[config.mk]
export PLATFORM = sky130hd
export DESIGN_NAME = ltssm_detect
export DESIGN_NICKNAME = d
export VERILOG_FILES = /design/src/rtl/ltssm_detect.sv
export SDC_FILE = /design/constraint.sdc
export NUM_CORES = 1
export LEC_CHECK = 0
export BUFFER_PORTS_ARGS = -buffer_cell sky130_fd_sc_hd__buf_2
export CORE_AREA = 2 2 58 60
export CTS_CLUSTER_DIAMETER = 100
export DETAILED_ROUTE_END_ITERATION = 16
export DIE_AREA = 0 0 60 62
export HOLD_SLACK_MARGIN = 0.05
export PLACE_DENSITY = 0.77
export SYNTH_ARGS = -nofsm -noshare
export SYNTH_HDL_FRONTEND = slang
export SYNTH_SLANG_ARGS = --single-unit
[constraint.sdc]
create_clock -name clk -period 3.55 [get_ports clk]
set_clock_uncertainty 0.05 [all_clocks]
set_input_delay 0.5325 -clock clk [delete_from_list [all_inputs] [get_ports clk]]
set_output_delay 0.5325 -clock clk [all_outputs]
set_load 0.02 [all_outputs]
[src/rtl/ltssm_detect.sv]
`default_nettype none
// +-----------------------------------------------------------------------+
// | ltssm_detect: PCIe LTSSM Detect sub-machine (quiet, two-try rx-detect) |
// | Rev 1.0                                                                |
// +-----------------------------------------------------------------------+
module ltssm_detect #(
  parameter int WIDTH        = 4,
  parameter int QUIET_CYCLES = 1000,
  parameter int RETRY_CYCLES = 1000,
  parameter int ACK_TIMEOUT  = 64,
  parameter int DET_TIMEOUT  = 4000
) (
  input  logic             clk,
  input  logic             rst_n,
  input  logic             i_start,
  input  logic [WIDTH-1:0] i_ei_exit,
  output logic             o_rx_det_req,
  input  logic             i_rx_det_ack,
  input  logic             i_rx_det_vld,
  input  logic [WIDTH-1:0] i_rx_present,
  output logic             o_detect_done,
  output logic [WIDTH-1:0] o_lanes_det,
  output logic             o_det_err,
  output logic [2:0]       o_state
);

  localparam int c_MAX_QR  = (QUIET_CYCLES > RETRY_CYCLES) ? QUIET_CYCLES : RETRY_CYCLES;
  localparam int c_MAX_AD  = (ACK_TIMEOUT > DET_TIMEOUT) ? ACK_TIMEOUT : DET_TIMEOUT;
  localparam int c_CNT_MAX = (c_MAX_QR > c_MAX_AD) ? c_MAX_QR : c_MAX_AD;
  localparam int c_CW      = $clog2(c_CNT_MAX + 1);

  localparam logic [c_CW-1:0] c_QUIET_LAST = c_CW'(QUIET_CYCLES - 1);
  localparam logic [c_CW-1:0] c_RETRY_LAST = c_CW'(RETRY_CYCLES - 1);
  localparam logic [c_CW-1:0] c_ACK_LAST   = c_CW'(ACK_TIMEOUT - 1);
  localparam logic [c_CW-1:0] c_DET_LAST   = c_CW'(DET_TIMEOUT - 1);

  typedef enum logic [2:0] {
    S_IDLE     = 3'd0,
    S_QUIET    = 3'd1,
    S_ACT_REQ  = 3'd2,
    S_ACT_WAIT = 3'd3,
    S_RETRY    = 3'd4,
    S_DONE     = 3'd5
  } state_t;

  state_t            r_state, w_nxt;
  logic [c_CW-1:0]   r_cnt, w_cnt_nxt;
  logic              r_attempt, w_att_nxt;
  logic [WIDTH-1:0]  r_first_mask, w_first_nxt;
  logic [WIDTH-1:0]  r_lanes, w_lanes_nxt;
  logic              r_req, r_err, w_err;
  logic              r_ack_d;
  logic              w_ack_fall;

  assign w_ack_fall = r_ack_d & ~i_rx_det_ack;

  always_comb begin
    w_nxt       = r_state;
    w_err       = 1'b0;
    w_att_nxt   = r_attempt;
    w_first_nxt = r_first_mask;
    w_lanes_nxt = r_lanes;
    if (!i_start) begin
      w_nxt       = S_IDLE;
      w_att_nxt   = 1'b0;
      w_first_nxt = '0;
      w_lanes_nxt = '0;
    end else begin
      case (r_state)
        S_IDLE: begin
          w_nxt     = S_QUIET;
          w_att_nxt = 1'b0;
        end
        S_QUIET: begin
          if ((|i_ei_exit) || (r_cnt == c_QUIET_LAST)) w_nxt = S_ACT_REQ;
        end
        S_ACT_REQ: begin
          if (i_rx_det_ack) begin
            w_nxt = S_ACT_WAIT;
          end else if (r_cnt == c_ACK_LAST) begin
            w_err     = 1'b1;
            w_nxt     = S_QUIET;
            w_att_nxt = 1'b0;
          end
        end
        S_ACT_WAIT: begin
          if (w_ack_fall && i_rx_det_vld) begin
            if (!r_attempt) begin
              if (&i_rx_present) begin
                w_lanes_nxt = i_rx_present;
                w_nxt       = S_DONE;
              end else if (~|i_rx_present) begin
                w_nxt = S_QUIET;
              end else begin
                // Partial result: remember it and confirm with a second attempt.
                w_first_nxt = i_rx_present;
                w_att_nxt   = 1'b1;
                w_nxt       = S_RETRY;
              end
            end else if (i_rx_present == r_first_mask) begin
              w_lanes_nxt = r_first_mask;
              w_nxt       = S_DONE;
            end else begin
              w_nxt     = S_QUIET;
              w_att_nxt = 1'b0;
            end
          end else if (w_ack_fall || (r_cnt == c_DET_LAST)) begin
            w_err     = 1'b1;
            w_nxt     = S_QUIET;
            w_att_nxt = 1'b0;
          end
        end
        S_RETRY: begin
          if (r_cnt == c_RETRY_LAST) w_nxt = S_ACT_REQ;
        end
        S_DONE: begin
          w_nxt = S_DONE;
        end
        default: begin
          w_nxt = S_IDLE;
        end
      endcase
    end
  end

  // Counter restarts on every state entry and idles at zero where nothing is timed.
  always_comb begin
    w_cnt_nxt = r_cnt + 1'b1;
    if ((w_nxt != r_state) || (r_state == S_IDLE) || (r_state == S_DONE)) w_cnt_nxt = '0;
  end

  always_ff @(posedge clk or negedge rst_n) begin
    if (!rst_n) begin
      r_state      <= S_IDLE;
      r_cnt        <= '0;
      r_attempt    <= 1'b0;
      r_first_mask <= '0;
      r_lanes      <= '0;
      r_req        <= 1'b0;
      r_err        <= 1'b0;
      r_ack_d      <= 1'b0;
    end else begin
      r_state      <= w_nxt;
      r_cnt        <= w_cnt_nxt;
      r_attempt    <= w_att_nxt;
      r_first_mask <= w_first_nxt;
      r_lanes      <= w_lanes_nxt;
      r_req        <= (w_nxt == S_ACT_REQ);
      r_err        <= w_err;
      r_ack_d      <= i_rx_det_ack;
    end
  end

  assign o_rx_det_req  = r_req;
  assign o_detect_done = (r_state == S_DONE);
  assign o_lanes_det   = r_lanes;
  assign o_det_err     = r_err;
  assign o_state       = r_state;

endmodule
`default_nettype wire

==> flow_summary.json, run 1 <==
{
  "status": "complete, no violations",
  "place_hpwl_um": 2480,
  "crit_arrival_ps": 2660,
  "cellPowerDensity_mw_per_mm2": 310,
  "routed_wl_um": 3340,
  "p_int_uw": 393,
  "timing.final.ws_setup_ps": 1050,
  "ys_types": 50,
  "post-route-period-util_pct": 70.5,
  "port_buffers": 22,
  "root_buffer": "clkbuf_4",
  "finalSetupViolCount": 0,
  "start_kind": "flip-flop",
  "holdBufCountCts": 0,
  "cts_tree": "built",
  "ys.flop_type": "dfrtp_1",
  "detail-route-antenna-nets": 0,
  "p_switching_uw": 165,
  "cellLeakagePower_uw": 0.000780,
  "synth_edf_count": 0,
  "rows": 21,
  "place_congestion": 0.844,
  "hold_class": "primary input to async pin",
  "grt_pass1_vias": 1212,
  "yosys-top-cells-area": "dfrtp_1, xor2_1, nor2_2, mux2i_1, nor2b_1",
  "die_h_um": 62,
  "syn_avg_cell_area_sq_um": 10.1,
  "fin_hold_ws_ps": 117,
  "synthTopCellsByCount": "dfrtp_1, nor2_1, nor2_2, xor2_1, nor2b_1",
  "area_growth_pct": 8.38,
  "multi_input_area_sq_um": 907,
  "post_route_cells_drive_above_1_share_pct": 24.9,
  "drv_slew": 0,
  "ff_latch_area_sq_um": 676,
  "track_usage_pct": 19.8,
  "grt_max_degree": 28,
  "fill_cells": 296,
  "cp.required_ps": 3710,
  "seq_area_frac_synth_pct": 40.8,
  "synth_most_common_cell": "dfrtp_1",
  "cts_buffers": 3,
  "finalPower_uw": 558,
  "fin_tns_setup_ps": 0,
  "critPathMaxFanout": 12,
  "vdd_drop_max_mv": 0.118,
  "swShare_pct": 29.6,
  "grt_pass1_wl_um": 5580,
  "rrSetupSlack_ps": 1050,
  "antenna_found_initial": 0,
  "synthArstFlopShare_pct": 100,
  "p_seq_share_pct": 59.0,
  "post_drt_wl_per_cell_um": 14.7,
  "final.min_clock_period_ps": 2500,
  "die_w_um": 60,
  "pwr-share-clk_pct": 24.5,
  "num_vias": 1334,
  "post_cts_resized": 0,
  "rsz0062_at_grt": "false",
  "setup.worst_path.class": "flip-flop to flip-flop",
  "yosys_warnings": 0,
  "reg2reg_to": "r_cnt[11]",
  "grt.overflow.total": 0,
  "antennaDiodeCount": 0,
  "dr.pass1.iters": 4,
  "clk_path_buf_depth": 2,
  "vias_per_cell": 5.88,
  "final_util_pct": 56.5,
  "clock-sinks": 27,
  "initial_core_util_pct": 52.1,
  "cap_viol_max_count": 0,
  "htree_levels": 1,
  "yosysTopAreaCellShare_pct": 40.8,
  "die-area_sq_mm": 0.00372,
  "pwr-share-comb_pct": 16.5,
  "finalHoldViolCount": 0,
  "num_io_pins": 23,
  "ys_ff_latch": 27,
  "synthesis.area_sq_mm": 0.00166,
  "relSlewSlack_pct": 47.2,
  "synth_top_area_cell": "dfrtp_1",
  "endpoint_kind": "flip-flop",
  "route.detailed.drc": 0,
  "postCtsSetupBuffers": 0,
  "clkSlewWorstSetupHoldPaths_ps": 150,
  "worst_pin_slew_ps": 792,
  "insertion_delay_ps": 330,
  "critical_path.reg2reg.startpoint": "r_cnt[0]",
  "max_freq_mhz": 400,
  "dr.first_iter.drc_count": 106,
  "synth_fp_nets": 178,
  "nets": 196,
  "r2r_cells": 6,
  "syn-instance-count": 164,
  "place_ws_ps": 1060,
  "coreArea_sq_mm": 0.00318
}
-- flip-flops by register name (all words and copies together) (netlist names) --
name	count
o_det_err	1
o_state	3
o_rx_det_req	1
r_ack_d	1
r_first_mask	4
o_lanes_det	4
r_cnt	12
r_attempt	1
-- cells in the final DEF (no fill, tap or decap), drive strengths merged, types with 2 or more instances in the layout --
cell     instances
o221a            4
a21oi            6
inv              5
nand2            7
a41oi            3
nand4bb          2
nor4             5
clkbuf           3
and3             3
nor2            20
nor3             8
and4             3
dfrtp           27
nor2b            8
mux2i            5
xor2            10
nand3b           2
o21ai            3
nand3            3
buf             22
nand4            5
xnor2            5
and2             2
-- per-layer routing --
metal	GRT usage [%]	wire, um	up-vias
met3	2.69	140	6
met5	0	0	-
met1	25.6	1460	658
li1	-	-	633
met2	34.3	1680	37
met4	6.67	57	0
-- area by class of cell --
cell class / instances / area share [%]
clock buffer: 3 / 1.25
clock inverter: 1 / 0.279
inverter: 5 / 1.04
tap: 46 / 3.20
multi-input combinational: 123 / 50.5
sequential: 27 / 37.6
timing repair buffer: 22 / 6.13
-- power by group through the flow --
stage | combinational [uW] | clock (uW) | sequential (uW)
after floorplan | 65.9 | 0 | 331
after global placement | 88.0 | 0 | 334
after detailed placement | 92.1 | 0 | 335
after CTS | 92.6 | 140 | 329
after global routing | 103 | 149 | 331
final | 91.9 | 137 | 329
-- how the worst max path moves through the flow --
stage	slack, ps	startpoint	endpoint	cells past startpoint
after floorplan	1640	r_cnt[0]	r_cnt[9]	8
after detailed placement	1060	r_cnt[0]	r_cnt[11]	6
final	1050	r_cnt[0]	r_cnt[11]	6
after CTS	1040	r_cnt[0]	r_cnt[11]	6
after global placement	1200	r_cnt[0]	r_cnt[11]	6
after global routing	900	r_cnt[0]	r_cnt[11]	6
-- cells by family (layout without fill, tap and decap cells) --
kind of cell             count (synthesis)  after routing  synth area share, %
XOR/XNOR                                15             15                 7.92
adder cells (fa/ha/maj)                  1              1                0.755
AO/OA/AOI/OAI                           28             28                 15.1
buffers and inverters                   14             31                 4.53
multiplexers                             5              5                 3.02
AND/OR/NAND/NOR                         74             74                 27.9
flip-flops                              27             27                 40.8
-- worst max-delay path: stages, from the launching register on --
cell and delay, ps:
dfrtp_1 430, ha_1 250, and4_1 420, a41oi_2 240, and3_1 250, o2111ai_2 640, nor2_1 110
-- through the flow --
stage	instance area, sq um	std cells
global route	1800	227
detailed placement	1770	223
global placement	1770	223
finish	1800	227
floorplan	1660	164
CTS	1800	227
Power figures use the tool's default switching activity.
==> inputs of run 2 (changes only) <==
CORE_AREA = 2 2 61 63   (was 2 2 58 60)
DIE_AREA = 0 0 63 65   (was 0 0 60 62)
PLACE_DENSITY = 0.74   (was 0.77)
clock period = 2.1 ns   (was 3.55 ns; I/O delays follow)
==> run 2 against run 1 <==
Highest routed layer unchanged. Largest cell class unchanged. Clock power up 61%. Global-route usage down 2.7 points. Final cell count up 4.8%. Die area up 10%. Worst hold slack worse by 12 ps. Critical path type unchanged. Routed wire length down 4.0%.
==> flow_summary.json, run 2 (synthesized netlist as in run 1, its figures left out) <==
{
  "status": "complete, no violations",
  "routed_wl_um": 3210,
  "dr.first_iter.drc_count": 104,
  "grt_pass1_wl_um": 5550,
  "die_h_um": 65,
  "nets": 205,
  "route.detailed.drc": 0,
  "crit_arrival_ps": 2150,
  "placement.cell_area_sq_mm": 0.00183,
  "setup.worst_path.class": "flip-flop to flip-flop",
  "max_freq_mhz": 505,
  "place_ws_ps": 43.6,
  "die_w_um": 63,
  "place_congestion": 0.915,
  "final.min_clock_period_ps": 1980,
  "relSlewSlack_pct": 61.0,
  "initial_core_util_pct": 47.4,
  "final_cell_mix": "dfrtp_1, buf_2, nor2_1, xor2_1, nor2_2",
  "ff_latch_area_sq_um": 676,
  "cp.required_ps": 2270,
  "track_usage_pct": 17.1,
  "clk_path_buf_depth": 2,
  "htree_levels": 1,
  "detail-route-antenna-nets": 0,
  "finalPower_uw": 945,
  "r2r_cells": 7,
  "vias_per_cell": 5.47,
  "post-route-period-util_pct": 94.3,
  "grt_pass1_vias": 1212,
  "cts_tree": "built",
  "rsz0062_at_grt": "false",
  "cp_slowest_cell": "dfrtp_1",
  "postCtsSetupBuffers": 0,
  "fin_tns_setup_ps": 0,
  "finalHoldViolCount": 0,
  "cellPowerDensity_mw_per_mm2": 504,
  "clkSlewWorstSetupHoldPaths_ps": 140,
  "drv_slew": 0,
  "post_drt_wl_per_cell_um": 13.5,
  "critPathMaxFanout": 12,
  "holdPathStages": 1,
  "stdcell_area_sq_mm": 0.00187,
  "endpoint_kind": "flip-flop",
  "top_register": "r_cnt",
  "grt.overflow.total": 0,
  "slowest_delay_ps": 430,
  "insertion_delay_ps": 320,
  "start_kind": "flip-flop",
  "place_hpwl_um": 2440,
  "multi_input_area_sq_um": 908,
  "hold_class": "primary input to flip-flop",
  "cp_cell_sequence": "ha_1, and4_2, a41oi_4, a31o_1, o2111ai_2, buf_6, nor2_2",
  "num_io_pins": 23,
  "finalSetupViolCount": 0,
  "cts_buffers": 3,
  "clock-sinks": 27,
  "rows": 22,
  "dr.pass1.iters": 4,
  "worst_pin_slew_ps": 584,
  "die-area_sq_mm": 0.00410,
  "post_route_cells_drive_above_1_share_pct": 28.4,
  "coreArea_sq_mm": 0.00350,
  "area_growth_pct": 13.1,
  "antenna_found_initial": 0,
  "cellLeakagePower_uw": 0.000827,
  "antennaDiodeCount": 0,
  "fill_cells": 327,
  "grt_max_degree": 28,
  "cap_viol_max_count": 0,
  "timing.final.ws_setup_ps": 119,
  "vdd_drop_max_mv": 0.195,
  "port_buffers": 22,
  "num_vias": 1301,
  "final_common_cell": "dfrtp_1",
  "root_buffer": "clkbuf_4",
  "largest_register_ffs": 12
}
## run 2: cell count changes in the layout (fill, tap and decap cells not counted), sizes merged
cell | previous run | this run
buf | 22 | 30
dlygate4sd3 | 0 | 1
## run 2: metal layers
layer,global-route usage [%],wire (um),part of all wire (%)
met3,2.26,88,2.7
met2,29.0,1600,50
met1,22.6,1490,46
met5,0,0,0
met4,5.83,38,1.2
## run 2: power by group
| group | total [uW] | switching, uW | internal, uW |
|---|---|---|---|
| sequential | 548 | 15.6 | 532 |
| clock | 220 | 148 | 71.3 |
| combinational | 178 | 103 | 74.1 |
## run 2: cell type report
cell class,count,share of cell area [%]
Multi-Input combinational cell,123,48.5
Sequential cell,27,36.0
Timing Repair Buffer,31,9.81
Tap cell,48,3.20
Clock buffer,3,1.20
Inverter,5,1.00
Clock inverter,1,0.267
## run 2: final timing paths
path	start	slack, ps	end
max in group asynchronous	rst_n	1160	o_rx_det_req
min in group asynchronous	rst_n	450	r_cnt[7]
worst min register to register	r_cnt[0]	450	r_cnt[0]
worst max-delay path	r_cnt[0]	120	r_cnt[4]
worst max register to register	r_cnt[0]	120	r_cnt[4]
worst min-delay path	i_rx_det_ack	110	r_ack_d
## run 2: critical path: cells and delay by family (launching register included)
family	cells	cell delay, ps
flops	1	430
buf+inv	1	210
fa+ha+maj	1	180
simple gates	2	390
compound gates	3	620
## run 2: per-stage QoR
step	hold WS (ps)	utilization, %	instances
after floorplan	-30.6	-	164
after global placement	289	52.4	233
after detailed placement	301	52.4	233
after CTS	101	53.5	238
after global routing	86.8	53.6	238
final	105	53.6	238
## run 2: what timing repair did
item / in CTS / in global routing
resized for setup: 0 / 2
hold buffers: 1 / 0
endpoints found under the setup margin: 0 / 12
endpoints found under the hold margin: 27 / 0
